[src/rtl/mux_nx1_arb_pkg.sv]
// Shared constants and helpers for the N:1 arbitrated mux.
// Latency: n/a (package only).
// Backpressure: n/a (package only).
package mux_nx1_arb_pkg;

    localparam int MODE_FIXED = 0;
    localparam int MODE_RR    = 1;

    // Ceiling log2 usable in parameter expressions; clog2(1) = 0.
    function automatic int clog2(input int value);
        int v;
        int r;
        v = value - 1;
        r = 0;
        while (v > 0) begin
            r = r + 1;
            v = v >> 1;
        end
        return r;
    endfunction

endpackage

[src/rtl/mux_arb_grant.sv]
// Rotating first-set search: one-hot grant to the first request at or above ptr.
// Latency: purely combinational.
// Backpressure: none here; the caller qualifies the grant with its load condition.
module mux_arb_grant
    import mux_nx1_arb_pkg::*;
#(
    parameter int N  = 4,
    parameter int SW = 2
) (
    input  logic [N-1:0]  req,
    input  logic [SW-1:0] ptr,
    output logic [N-1:0]  grant,
    output logic [SW-1:0] grant_idx,
    output logic          any
);

    // Walk the request vector from ptr upward, wrapping N-1 -> 0; first hit wins.
    always_comb begin : p_search
        logic [SW-1:0] w_idx;
        grant     = '0;
        grant_idx = '0;
        any       = 1'b0;
        w_idx     = '0;
        for (int k = 0; k < N; k++) begin
            w_idx = SW'((int'(ptr) + k) % N);
            if (!any && req[w_idx]) begin
                any          = 1'b1;
                grant[w_idx] = 1'b1;
                grant_idx    = w_idx;
            end
        end
    end

endmodule

[src/rtl/mux_nx1_arb.sv]
// N:1 arbitrated mux with a single registered output stage (fixed priority or round robin).
// Latency: one cycle from input transfer edge to out_valid; one word per cycle at full rate.
// Backpressure: output register reloads only when empty or out_ready; in_ready is load AND grant.
module mux_nx1_arb
    import mux_nx1_arb_pkg::*;
#(
    parameter int WIDTH = 32,
    parameter int N     = 4,
    parameter int MODE  = MODE_RR,
    localparam int SW   = (N > 1) ? clog2(N) : 1
) (
    input  logic               clk,
    input  logic               rst_n,
    input  logic [N-1:0]       in_valid,
    input  logic [N*WIDTH-1:0] in_data,
    output logic [N-1:0]       in_ready,
    output logic               out_valid,
    output logic [WIDTH-1:0]   out_data,
    output logic [SW-1:0]      out_sel,
    input  logic               out_ready,
    output logic [15:0]        xfer_cnt
);

    logic             r_out_valid;
    logic [WIDTH-1:0] r_out_data;
    logic [SW-1:0]    r_out_sel;
    logic [15:0]      r_xfer_cnt;

    logic             w_load;
    logic             w_xfer;
    logic [SW-1:0]    w_ptr;
    logic [N-1:0]     w_gnt;
    logic [SW-1:0]    w_gnt_idx;
    logic             w_any;
    logic [WIDTH-1:0] w_sel_data;

    // Register is free when empty or being drained this cycle. Reset is folded in
    // so that no channel sees a ready while the block is held in reset.
    assign w_load   = (!r_out_valid || out_ready) && rst_n;
    assign w_xfer   = w_load && w_any;
    assign in_ready = w_load ? w_gnt : '0;

    mux_arb_grant #(
        .N  (N),
        .SW (SW)
    ) u_grant (
        .req       (in_valid),
        .ptr       (w_ptr),
        .grant     (w_gnt),
        .grant_idx (w_gnt_idx),
        .any       (w_any)
    );

    // AND-OR select of the granted channel; grant is one-hot so at most one term contributes.
    always_comb begin
        w_sel_data = '0;
        for (int i = 0; i < N; i++) begin
            w_sel_data = w_sel_data | (in_data[i*WIDTH +: WIDTH] & {WIDTH{w_gnt[i]}});
        end
    end

    // Search start pointer: advances past the last winner in round-robin mode, else pinned to 0.
    generate
        if (MODE == MODE_RR && N > 1) begin : g_rr_ptr
            logic [SW-1:0] r_ptr;

            // Rotate past the channel that just transferred; hold otherwise.
            always_ff @(posedge clk or negedge rst_n) begin
                if (!rst_n) begin
                    r_ptr <= '0;
                end else if (w_xfer) begin
                    r_ptr <= (w_gnt_idx == SW'(N - 1)) ? '0 : w_gnt_idx + 1'b1;
                end
            end

            assign w_ptr = r_ptr;
        end else begin : g_fixed_ptr
            assign w_ptr = '0;
        end
    endgenerate

    // Output stage: capture the granted word on load, drop valid when nothing is requested.
    always_ff @(posedge clk or negedge rst_n) begin
        if (!rst_n) begin
            r_out_valid <= 1'b0;
            r_out_data  <= '0;
            r_out_sel   <= '0;
        end else if (w_load) begin
            if (w_any) begin
                r_out_valid <= 1'b1;
                r_out_data  <= w_sel_data;
                r_out_sel   <= w_gnt_idx;
            end else begin
                r_out_valid <= 1'b0;
            end
        end
    end

    // Free-running count of accepted input transfers, wraps naturally at 16 bits.
    always_ff @(posedge clk or negedge rst_n) begin
        if (!rst_n) begin
            r_xfer_cnt <= '0;
        end else if (w_xfer) begin
            r_xfer_cnt <= r_xfer_cnt + 16'd1;
        end
    end

    assign out_valid = r_out_valid;
    assign out_data  = r_out_data;
    assign out_sel   = r_out_sel;
    assign xfer_cnt  = r_xfer_cnt;

endmodule

[config.mk]
export PLATFORM = sky130hd
export DESIGN_NAME = mux_nx1_arb
export DESIGN_NICKNAME = d
export VERILOG_FILES = /design/src/rtl/mux_nx1_arb_pkg.sv /design/src/rtl/mux_arb_grant.sv /design/src/rtl/mux_nx1_arb.sv
export SDC_FILE = /design/constraint.sdc
export NUM_CORES = 1
export LEC_CHECK = 0
export ABC_AREA = 1
export BUFFER_PORTS_ARGS = -buffer_cell sky130_fd_sc_hd__clkbuf_2
export CORE_ASPECT_RATIO = 1.1
export CORE_MARGIN = 8
export CORE_UTILIZATION = 41
export DETAILED_ROUTE_END_ITERATION = 10
export PLACE_DENSITY = 0.84
export SKIP_LAST_GASP = 1
export SYNTH_ARGS = -nofsm -noshare
export SYNTH_HDL_FRONTEND = slang
export SYNTH_HIERARCHICAL = 1
export SYNTH_SLANG_ARGS = --single-unit
[constraint.sdc]
create_clock -name clk -period 2.5 [get_ports clk]
set_clock_uncertainty 0.15 [all_clocks]
set_input_delay 0.125 -clock clk [delete_from_list [all_inputs] [get_ports clk]]
set_output_delay 0.125 -clock clk [all_outputs]
set_load 0.05 [all_outputs]
==> impl_metrics.json, run 1 <==
{
  "cp_max_fo": 9,
  "fin_hold_ws_ps": 9.81,
  "final_cell_mix": "nand2_1 (195), clkbuf_2 (185), dfrtp_1 (52), nand3_1 (49), a21oi_1 (39)",
  "core_area_sq_um": 8320,
  "hold_viol_final": 0,
  "worst_setup_path_end_kind": "primary output",
  "insertion_delay_ps": 310,
  "synth.avg_cell_area_sq_um": 6.99,
  "cts_made_buffers": 5,
  "path_clk_slew_ps": 100,
  "required_ps": 2230,
  "gp_congestion": 0.848,
  "worstHoldEndpoint": "out_data[4]",
  "synth_xor_area_share_pct": 1.51,
  "final-max-slew-violation-count": 0,
  "grt.total_usage_pct": 20.9,
  "final_common_cell": "nand2_1",
  "layout-drive-gt1-share_pct": 35.4,
  "crit_type": "flip-flop to primary output",
  "yosysUniqueCellTypes": 31,
  "relSlewSlack_pct": 70.0,
  "synth_top_family_by_area": "simple AND/OR/NAND/NOR gates",
  "final_util_pct": 62.9,
  "netlist_instances": 497,
  "total_leakage_power_nw": 2.83,
  "worst_pin_slew_ps": 450,
  "fmax_mhz": 416,
  "gr-total-overflow": 0,
  "ys_seq_area_share_pct": 38.2,
  "nets": 870,
  "rsz0062_at_grt": "true",
  "cap_violations": 0,
  "syn_area_sq_um": 3470,
  "crit_path_start_kind": "flip-flop",
  "place_area_sq_um": 4680,
  "dieArea_sq_um": 11700,
  "r2r_slack_ps": 150,
  "fp.dieH_um": 113,
  "syn_to_final_growth_pct": 50.6,
  "fp.dieW_um": 104,
  "ff2ff_path_depth": 15,
  "n_antenna_cell": 0,
  "vias_per_cell": 5.01,
  "cts.sinks": 53,
  "fin_crit_ps": 2400,
  "critPathMaxStageDelay_ps": 420,
  "status": "complete, no violations",
  "grt_pass1_wl_mm": 20.6,
  "postRouteAntennaNets": 0,
  "timing.final.crit_share_pct": 96.1,
  "reg2reg_from": "g_rr_ptr.r_ptr[1]",
  "ys_warn_count": 6,
  "cpMostUsedCell": "nor2_4",
  "ys.flop_type": "dfrtp_1",
  "power.density_nw_per_um2": 1470,
  "drc": 0,
  "r2r-end": "xfer_cnt[11]",
  "cts_root_buf": "clkbuf_8",
  "synth-compound-area-share_pct": 11.7,
  "vias": 4207,
  "h-tree-depth": 2,
  "ys_seq_elements": 53,
  "first_global_vias": 4391,
  "hold_path_class": "input pin to flip-flop",
  "whs_path_depth": 3,
  "dr.first_iter.drc_count": 278,
  "critPathSlowestCell": "dfrtp_2",
  "synthArstFlopShare_pct": 100,
  "synth_fa_ha_area_share_pct": 2.52,
  "finalSetupViolCount": 0,
  "synth_edf_count": 0,
  "synth_nets": 639,
  "rows": 35,
  "crit_arrival_ps": 2130,
  "antenna_found_initial": 0,
  "initial_core_util_pct": 41.7,
  "synthMuxAreaShare_pct": 0,
  "hpwl_mm": 9.74,
  "fillers": 730,
  "peakVddDrop_mv": 1.03,
  "wire_per_inst_um": 15.0,
  "final_area_sq_um": 5230,
  "crit_chain": "inv_2, buf_4, nand2_2, nand3_4, nand2_4, nor2_4, nand4_1, nand3_2, buf_6, inv_1, nor2_4, buf_12",
  "clk_path_buf_depth": 2,
  "synthSimpleGateAreaFrac_pct": 38.3,
  "routed_wl_mm": 12.6,
  "num_io_pins": 190,
  "drt_first_pass_iters": 5,
  "cts_tree": "yes",
  "grt_max_degree": 36,
  "min_from": "in_data[100]",
  "port_buffers": 189
}
## per-stage QoR
step                      std cells  power [W]  setup TNS, ps  setup slack [ps]
after floorplan                 497    0.00534              0              12.8
after global placement          791    0.00670              0               214
after detailed placement        791    0.00683              0               114
after CTS                       836    0.00754           -106             -21.3
after global routing            840    0.00829          -53.9             -12.2
final                           840    0.00770              0              97.7
## registers in the layout, indices dropped and copies added (netlist names)
name            count
out_sel             2
xfer_cnt           16
out_valid           1
g_rr_ptr.r_ptr      2
out_data           32
## final cells by class
class | instances | area [sq um] | area share, %
clock buffers | 5 | 68.8 | 1.32
clock inverters | 3 | 21.3 | 0.407
inverters | 32 | 123 | 2.34
multi-input cells | 388 | 1970 | 37.6
flip-flops and latches | 53 | 1330 | 25.4
well taps | 111 | 139 | 2.66
repair buffers | 248 | 1580 | 30.3
## worst max-delay path, delay by kind of cell (launching register included)
| family | cells | cell delay [ps] |
|---|---|---|
| and+or+nand+nor | 7 | 840 |
| DFF | 1 | 420 |
| buffers and inverters | 5 | 570 |
## worst max path at each step
stage	from	depth (start not counted)	end
2_1_floorplan	g_rr_ptr.r_ptr[1]	13	in_ready[3]
6_report	g_rr_ptr.r_ptr[0]	12	in_ready[0]
3_5_place_dp	g_rr_ptr.r_ptr[1]	14	xfer_cnt[14]
3_3_place_gp	g_rr_ptr.r_ptr[1]	14	xfer_cnt[14]
5_1_grt	g_rr_ptr.r_ptr[1]	12	in_ready[0]
4_1_cts	g_rr_ptr.r_ptr[0]	15	xfer_cnt[11]
## synthesized netlist by cell type (2+ instances only)
cell type / n / area, sq um
buf_2: 15 / 75.1
nor2_1: 13 / 48.8
inv_1: 30 / 113
dfrtp_1: 53 / 1330
o21ai_0: 12 / 60.1
xor2_1: 3 / 26.3
buf_4: 3 / 22.5
nor2_4: 2 / 22.5
nand4_1: 13 / 81.3
nand2_1: 195 / 732
a21boi_0: 4 / 30.0
ha_1: 7 / 87.6
buf_6: 3 / 33.8
nor2_8: 2 / 40.0
a21oi_1: 39 / 195
nand2_2: 10 / 62.6
clkbuf_1: 3 / 11.3
o21ai_1: 21 / 105
nand3_2: 2 / 20.0
xnor2_1: 3 / 26.3
nand3_1: 52 / 260
nand3b_1: 3 / 22.5
## metal layers
metal	global-route usage [%]	wire length (um)
met1	24.4	5200
met2	36.3	6220
met3	5.44	877
met4	7.34	318
met5	0	0
## kinds of logic after synthesis
kind of cell    count (synthesis)
fa+ha+maj                       7
flops                          53
xor+xnor                        6
simple gates                  296
buf+inv                        57
compound gates                 78
## where the power goes
group          internal (W)  leakage (nW)  switching, W  total, W
clock              0.000200        0.0445      0.000306  0.000506
sequential          0.00121         0.667      0.000249   0.00145
combinational       0.00191          2.12       0.00383   0.00574
## repair_timing
item / 4_1_cts / 5_1_grt
buffers inserted: 4 / 3
hold buffers: 32 / 0
gates cloned: 1 / 1
gates resized for setup: 6 / 8
endpoints found under the setup margin: 4 / 53
hold endpoints to repair: 84 / 0
pin swaps: 2 / 3
(Power assumes the default switching activity.)
==> inputs of run 2 (changes only) <==
--- a/config.mk
+++ b/config.mk
@@ -7,6 +7,7 @@
 export LEC_CHECK = 0
 export ABC_AREA = 1
 export BUFFER_PORTS_ARGS = -buffer_cell sky130_fd_sc_hd__clkbuf_2
+export CAP_MARGIN = 20
 export CORE_ASPECT_RATIO = 1.1
 export CORE_MARGIN = 8
 export CORE_UTILIZATION = 41
==> constraint.sdc (replaced) <==
create_clock -name clk -period 2.5 [get_ports clk]
set_clock_uncertainty 0.15 [all_clocks]
set_input_delay 0.125 -clock clk [delete_from_list [all_inputs] [get_ports clk]]
set_output_delay 0.125 -clock clk [all_outputs]
set_load 0.1 [all_outputs]
==> run 2 against run 1 <==
Critical path depth fell by 1. Worst hold slack better by 14 ps. Count of clock-buffer cells in the layout did not move. Flip-flop and latch count is the same. Global-route usage up 0.64 points. Utilization up 1.1 points. Design area grew 1.7%. First-iteration DRC count down 12%. Largest cell class unchanged.
==> impl_metrics.json, run 2 (synthesized netlist as in run 1, its figures left out) <==
{
  "antenna_found_initial": 1,
  "final_cell_mix": "nand2_1 (191), clkbuf_2 (185), dfrtp_1 (51), nand3_1 (50), a21oi_1 (39)",
  "status": "complete, no violations",
  "gr-total-overflow": 0,
  "routed_wl_mm": 13.4,
  "drc": 0,
  "nets": 875,
  "port_buffers": 189,
  "cts_root_buf": "clkbuf_8",
  "timing.final.crit_share_pct": 99.7,
  "min_from": "in_data[70]",
  "hold_viol_final": 0,
  "required_ps": 2230,
  "crit_arrival_ps": 2220,
  "core_area_sq_um": 8320,
  "dieArea_sq_um": 11700,
  "rsz0062_at_grt": "true",
  "multiInputGateArea_sq_um": 2000,
  "crit_type": "flip-flop to primary output",
  "hold_path_class": "input pin to flip-flop",
  "first_global_vias": 4444,
  "postRouteAntennaNets": 0,
  "fillers": 705,
  "critPathLaunch": "g_rr_ptr.r_ptr[1]",
  "cp_max_fo": 4,
  "place_ws_ps": 143,
  "crit_path_start_kind": "flip-flop",
  "finalSetupViolCount": 0,
  "fp.dieH_um": 113,
  "grt.total_usage_pct": 21.6,
  "fin_crit_ps": 2490,
  "layout-drive-gt1-share_pct": 36.6,
  "vias_per_cell": 5.11,
  "final_common_cell": "nand2_1",
  "syn_to_final_growth_pct": 53.2,
  "dr.first_iter.drc_count": 245,
  "wire_per_inst_um": 15.9,
  "final_util_pct": 63.9,
  "worst_pin_slew_ps": 604,
  "setup_ws_ps": 6.74,
  "clk_path_buf_depth": 2,
  "cts_made_buffers": 5,
  "fp.dieW_um": 104,
  "cap_violations": 0,
  "relSlewSlack_pct": 59.9,
  "fmax_mhz": 401,
  "insertion_delay_ps": 300,
  "grt_max_degree": 40,
  "num_io_pins": 190,
  "cts_tree": "yes",
  "seq_area_sq_um": 1330,
  "path_clk_slew_ps": 100,
  "worst_setup_path_end_kind": "primary output",
  "grt_pass1_wl_mm": 21.2,
  "vias": 4327,
  "largest_reg_flops": 32,
  "reg2reg_from": "g_rr_ptr.r_ptr[0]",
  "hpwl_mm": 9.85,
  "drt_first_pass_iters": 6,
  "gp_congestion": 0.905,
  "initial_core_util_pct": 41.7,
  "cts.sinks": 53,
  "rows": 35,
  "h-tree-depth": 2,
  "final-max-slew-violation-count": 0
}
run 2: cell count changes in the layout (fill, tap and decap cells not counted), moves of 2 or more:
cell	delta
nand2_1	-4
inv_1	-2
nand2_4	+2
inv_4	+2
diode_2	+2
inv_2	-2
clkinv_4	+2
nand2_2	+2
run 2: area by class of cell:
class / instances / area share, %
Timing Repair Buffer: 252 / 30.6
Clock buffer: 5 / 1.29
Sequential cell: 53 / 25.0
Clock inverter: 3 / 0.329
Antenna cell: 2 / 0.0941
Multi-Input combinational cell: 389 / 37.5
Inverter: 32 / 2.59
Tap cell: 111 / 2.61
run 2: final timing paths:
| check | to | slack (ps) | depth (start not counted) |
|---|---|---|---|
| max in group asynchronous | out_data[22] | 1570 | 3 |
| setup reg to reg | xfer_cnt[2] | 110 | 14 |
| setup / recovery | in_ready[1] | 7 | 11 |
| hold / removal | out_data[6] | 20 | 5 |
| hold reg to reg | out_data[9] | 340 | 2 |
| min in group asynchronous | out_sel[1] | 270 | 3 |
run 2: layer usage:
metal / routed length (um) / GRT usage [%] / up-vias / part of all wire (%)
li1: - / - / 2088 / -
met4: 369 / 7.63 / 0 / 2.7
met3: 1050 / 5.62 / 36 / 7.8
met2: 6690 / 37.2 / 236 / 50
met1: 5340 / 25.3 / 1967 / 40
met5: 0 / 0 / - / 0
run 2: stage by stage:
stage	instances	setup TNS, ps	hold slack [ps]	area [sq um]
after floorplan	497	0	-321	3530
after global placement	786	0	31.9	4640
after detailed placement	786	0	44.9	4640
after CTS	832	-80.6	13.9	5110
after global routing	846	-131	33.4	5320
final	847	0	23.8	5320
run 2: timing repair:
item / CTS / global route
pin swaps: 1 / 15
setup buffers: 4 / 11
endpoints found under the hold margin: 85 / 0
resized for setup: 5 / 23
hold buffers: 33 / 0
endpoints found under the setup margin: 4 / 46
gates cloned: 1 / 2
run 2: worst max-delay path, stage by stage, from the launching register on:
cell,delay (ps)
dfrtp_2,440
clkinv_4,70
buf_4,100
buf_4,100
ha_1,220
a21boi_0,290
a21oi_1,90
nand3_1,130
buf_6,120
inv_1,60
nor2_4,110
buf_12,180
Power of run 2 is not shown: default switching activity piles up to over one toggle a cycle in this logic, so the estimate is an artifact.
==> inputs of run 3 (changes only) <==
--- a/config.mk
+++ b/config.mk
@@ -5,14 +5,13 @@
 export SDC_FILE = /design/constraint.sdc
 export NUM_CORES = 1
 export LEC_CHECK = 0
-export ABC_AREA = 1
 export BUFFER_PORTS_ARGS = -buffer_cell sky130_fd_sc_hd__clkbuf_2
 export CAP_MARGIN = 20
 export CORE_ASPECT_RATIO = 1.1
 export CORE_MARGIN = 8
-export CORE_UTILIZATION = 41
+export CORE_UTILIZATION = 39
 export DETAILED_ROUTE_END_ITERATION = 10
-export PLACE_DENSITY = 0.84
+export PLACE_DENSITY = 0.82
 export SKIP_LAST_GASP = 1
 export SYNTH_ARGS = -nofsm -noshare
 export SYNTH_HDL_FRONTEND = slang
==> run 3 against run 2 <==
The run now ends with negative hold slack, negative setup slack left. First-iteration DRC count is 7.3% higher. Flip-flop and latch count unchanged. Fmax is 13% lower. Non-clock buffer count up 34. Via count shrank 10%. Final cell count decreased by 19%. Setup slack got worse by 380 ps.
==> impl_metrics.json, run 3 <==
{
  "critPathLaunch": "g_rr_ptr.r_ptr[1]",
  "drt_first_pass_iters": 5,
  "grt_pass1_wl_mm": 19.8,
  "synthArstFlopShare_pct": 100,
  "hold_path_class": "input pin to flip-flop",
  "path_clk_slew_ps": 110,
  "status": "finished with violations",
  "syn_to_final_growth_pct": 79.8,
  "grt_max_degree": 31,
  "required_ps": 2230,
  "crit_arrival_ps": 2600,
  "netlist_instances": 309,
  "hold_viol_final": 13,
  "critPathSlowestCell": "mux4_2",
  "cts_root_buf": "clkbuf_8",
  "port_buffers": 189,
  "crit_path_start_kind": "flip-flop",
  "rows": 34,
  "layout-drive-gt1-share_pct": 57.4,
  "setup.worst_path.end": "in_ready[0]",
  "final_cell_mix": "clkbuf_2 (185), dfrtp_1 (51), a22oi_1 (45), dlygate4sd3_1 (38), nor2_1 (35)",
  "fp.dieW_um": 101,
  "cap_violations": 0,
  "finalSetupViolCount": 55,
  "first_global_vias": 3815,
  "syn_area_sq_um": 3120,
  "rsz0062_at_grt": "true",
  "yosysMostFrequentCell": "a22oi_1",
  "yosys-top-cells-area": "dfrtp_1 (42%), a22oi_1 (17%), a31oi_1 (6.4%)",
  "largest_reg_flops": 32,
  "vias_per_cell": 5.69,
  "postRouteAntennaNets": 0,
  "fin_hold_ws_ps": -28.3,
  "yosysUniqueCellTypes": 40,
  "ys.flop_type": "dfrtp_1",
  "clk_path_buf_depth": 2,
  "place_ws_ps": -251,
  "synth_fa_ha_area_share_pct": 2.80,
  "gp_congestion": 0.841,
  "ys_seq_area_share_pct": 42.5,
  "final_common_cell": "clkbuf_2",
  "setup_ws_ps": -378,
  "initial_core_util_pct": 39.9,
  "nets": 716,
  "antenna_found_initial": 0,
  "place_area_sq_um": 4460,
  "vias": 3886,
  "worst_pin_slew_ps": 615,
  "synthSimpleGateAreaFrac_pct": 12.5,
  "synth.avg_cell_area_sq_um": 10.1,
  "relSlewSlack_pct": 58.7,
  "final_area_sq_um": 5620,
  "fmax_mhz": 347,
  "h-tree-depth": 2,
  "synth-compound-area-share_pct": 26.4,
  "insertion_delay_ps": 310,
  "synth_xor_area_share_pct": 4.21,
  "core_area_sq_um": 7830,
  "violations": "negative hold slack, negative setup slack",
  "wire_per_inst_um": 21.0,
  "netlist.area_leader.share_pct": 42.5,
  "synth_edf_count": 0,
  "final-max-slew-violation-count": 0,
  "synthMuxAreaShare_pct": 5.61,
  "fp.dieH_um": 110,
  "fin_crit_ps": 2880,
  "routed_wl_mm": 14.3,
  "crit_chain": "buf_6, mux4_2, nor4b_4, buf_4, a22oi_1, o21ai_2, buf_12, and2_4, buf_12",
  "cts_tree": "yes",
  "crit_type": "flip-flop to primary output",
  "dieArea_sq_um": 11100,
  "grt.total_usage_pct": 22.4,
  "num_io_pins": 190,
  "cpMostUsedCell": "buf_12",
  "ff2ff_path_depth": 8,
  "n_antenna_cell": 0,
  "dr.first_iter.drc_count": 263,
  "cts.sinks": 53,
  "synth_nets": 451,
  "critPathMaxStageDelay_ps": 550,
  "reg2reg_from": "g_rr_ptr.r_ptr[1]",
  "yosys-top-cells-count": "a22oi_1 (72), dfrtp_1 (53), nor2_1 (36)",
  "hpwl_mm": 8.91,
  "gr-total-overflow": 0,
  "cp_max_fo": 5,
  "timing.final.crit_share_pct": 115,
  "fillers": 593,
  "cts_made_buffers": 5,
  "ys_warn_count": 6,
  "ys_seq_elements": 53,
  "drc": 0,
  "worst_setup_path_end_kind": "primary output",
  "yosysTopAreaCell": "dfrtp_1",
  "r2r_slack_ps": -300,
  "synth_top_family_by_area": "compound AO/OA/AOI/OAI gates",
  "r2r-end": "g_rr_ptr.r_ptr[1]"
}
run 3: changes by cell type after synthesis, sizes merged, moves of 6 or more:
| cell | delta |
|---|---|
| inv | -26 |
| clkbuf | +13 |
| a31oi | +32 |
| a21oi | -38 |
| buf | -9 |
| nand2 | -201 |
| nor2 | +19 |
| a22oi | +72 |
| nand3 | -52 |
| mux2 | +6 |
| xnor2 | +7 |
| o21ai | -28 |
run 3: how the worst min path moves through the flow:
stage / startpoint / endpoint / slack [ps] / cells past startpoint
5_1_grt: in_data[115] / out_data[19] / -7 / 3
4_1_cts: in_data[93] / out_data[29] / 0.1 / 3
2_1_floorplan: rst_n / g_rr_ptr.r_ptr[0] / -320 / 0
3_3_place_gp: rst_n / xfer_cnt[7] / 40 / 2
3_5_place_dp: rst_n / xfer_cnt[7] / 40 / 2
6_report: in_data[110] / out_data[14] / -30 / 3
run 3: cells by family (layout without fill, tap and decap cells):
group,after synthesis,after routing
compound gates,117,117
simple gates,71,72
flops,53,53
buf+inv,35,300
xor+xnor,15,15
mux,11,11
fa+ha+maj,7,7
run 3: worst max-delay path, delay by kind of cell, from the launching register on:
family          cells  cell delay [ps]
buf+inv             4              610
flops               1              440
simple gates        2              470
mux                 1              550
compound gates      2              220
run 3: per-layer routing:
metal	routed length (um)	GRT usage (%)	vias to the layer above	share of wire, %
met5	0	0	-	0
met4	331	8.09	0	2.3
met3	1170	5.07	22	8.2
met2	7680	41.0	212	54
met1	5140	24.7	1921	36
li1	-	-	1731	-
run 3: what timing repair did:
action | CTS | global route
gates resized for setup | 29 | 46
cloned | 2 | 7
hold buffers | 32 | 6
endpoints found under the setup margin | 52 | 55
pin swaps | 5 | 38
hold endpoints to repair | 72 | 6
setup buffers | 13 | 12
run 3: layout make-up:
cell class | count | area [sq um] | share of cell area [%]
flip-flops and latches | 53 | 1330 | 23.7
repair buffers | 286 | 2100 | 37.4
clock inverters | 2 | 13.8 | 0.245
multi-input cells | 222 | 1930 | 34.4
inverters | 6 | 25.0 | 0.446
well taps | 108 | 135 | 2.41
clock buffers | 6 | 82.6 | 1.47
run 3: stage by stage:
step,setup TNS (ps),utilization (%),cells
2_1_floorplan,-3680,-,309
3_3_place_gp,-4400,57.0,605
3_5_place_dp,-9730,57.0,605
4_1_cts,-6460,65.8,659
5_1_grt,-15750,71.7,683
6_report,-10620,71.7,683
Power of run 3 is left out for the same reason.
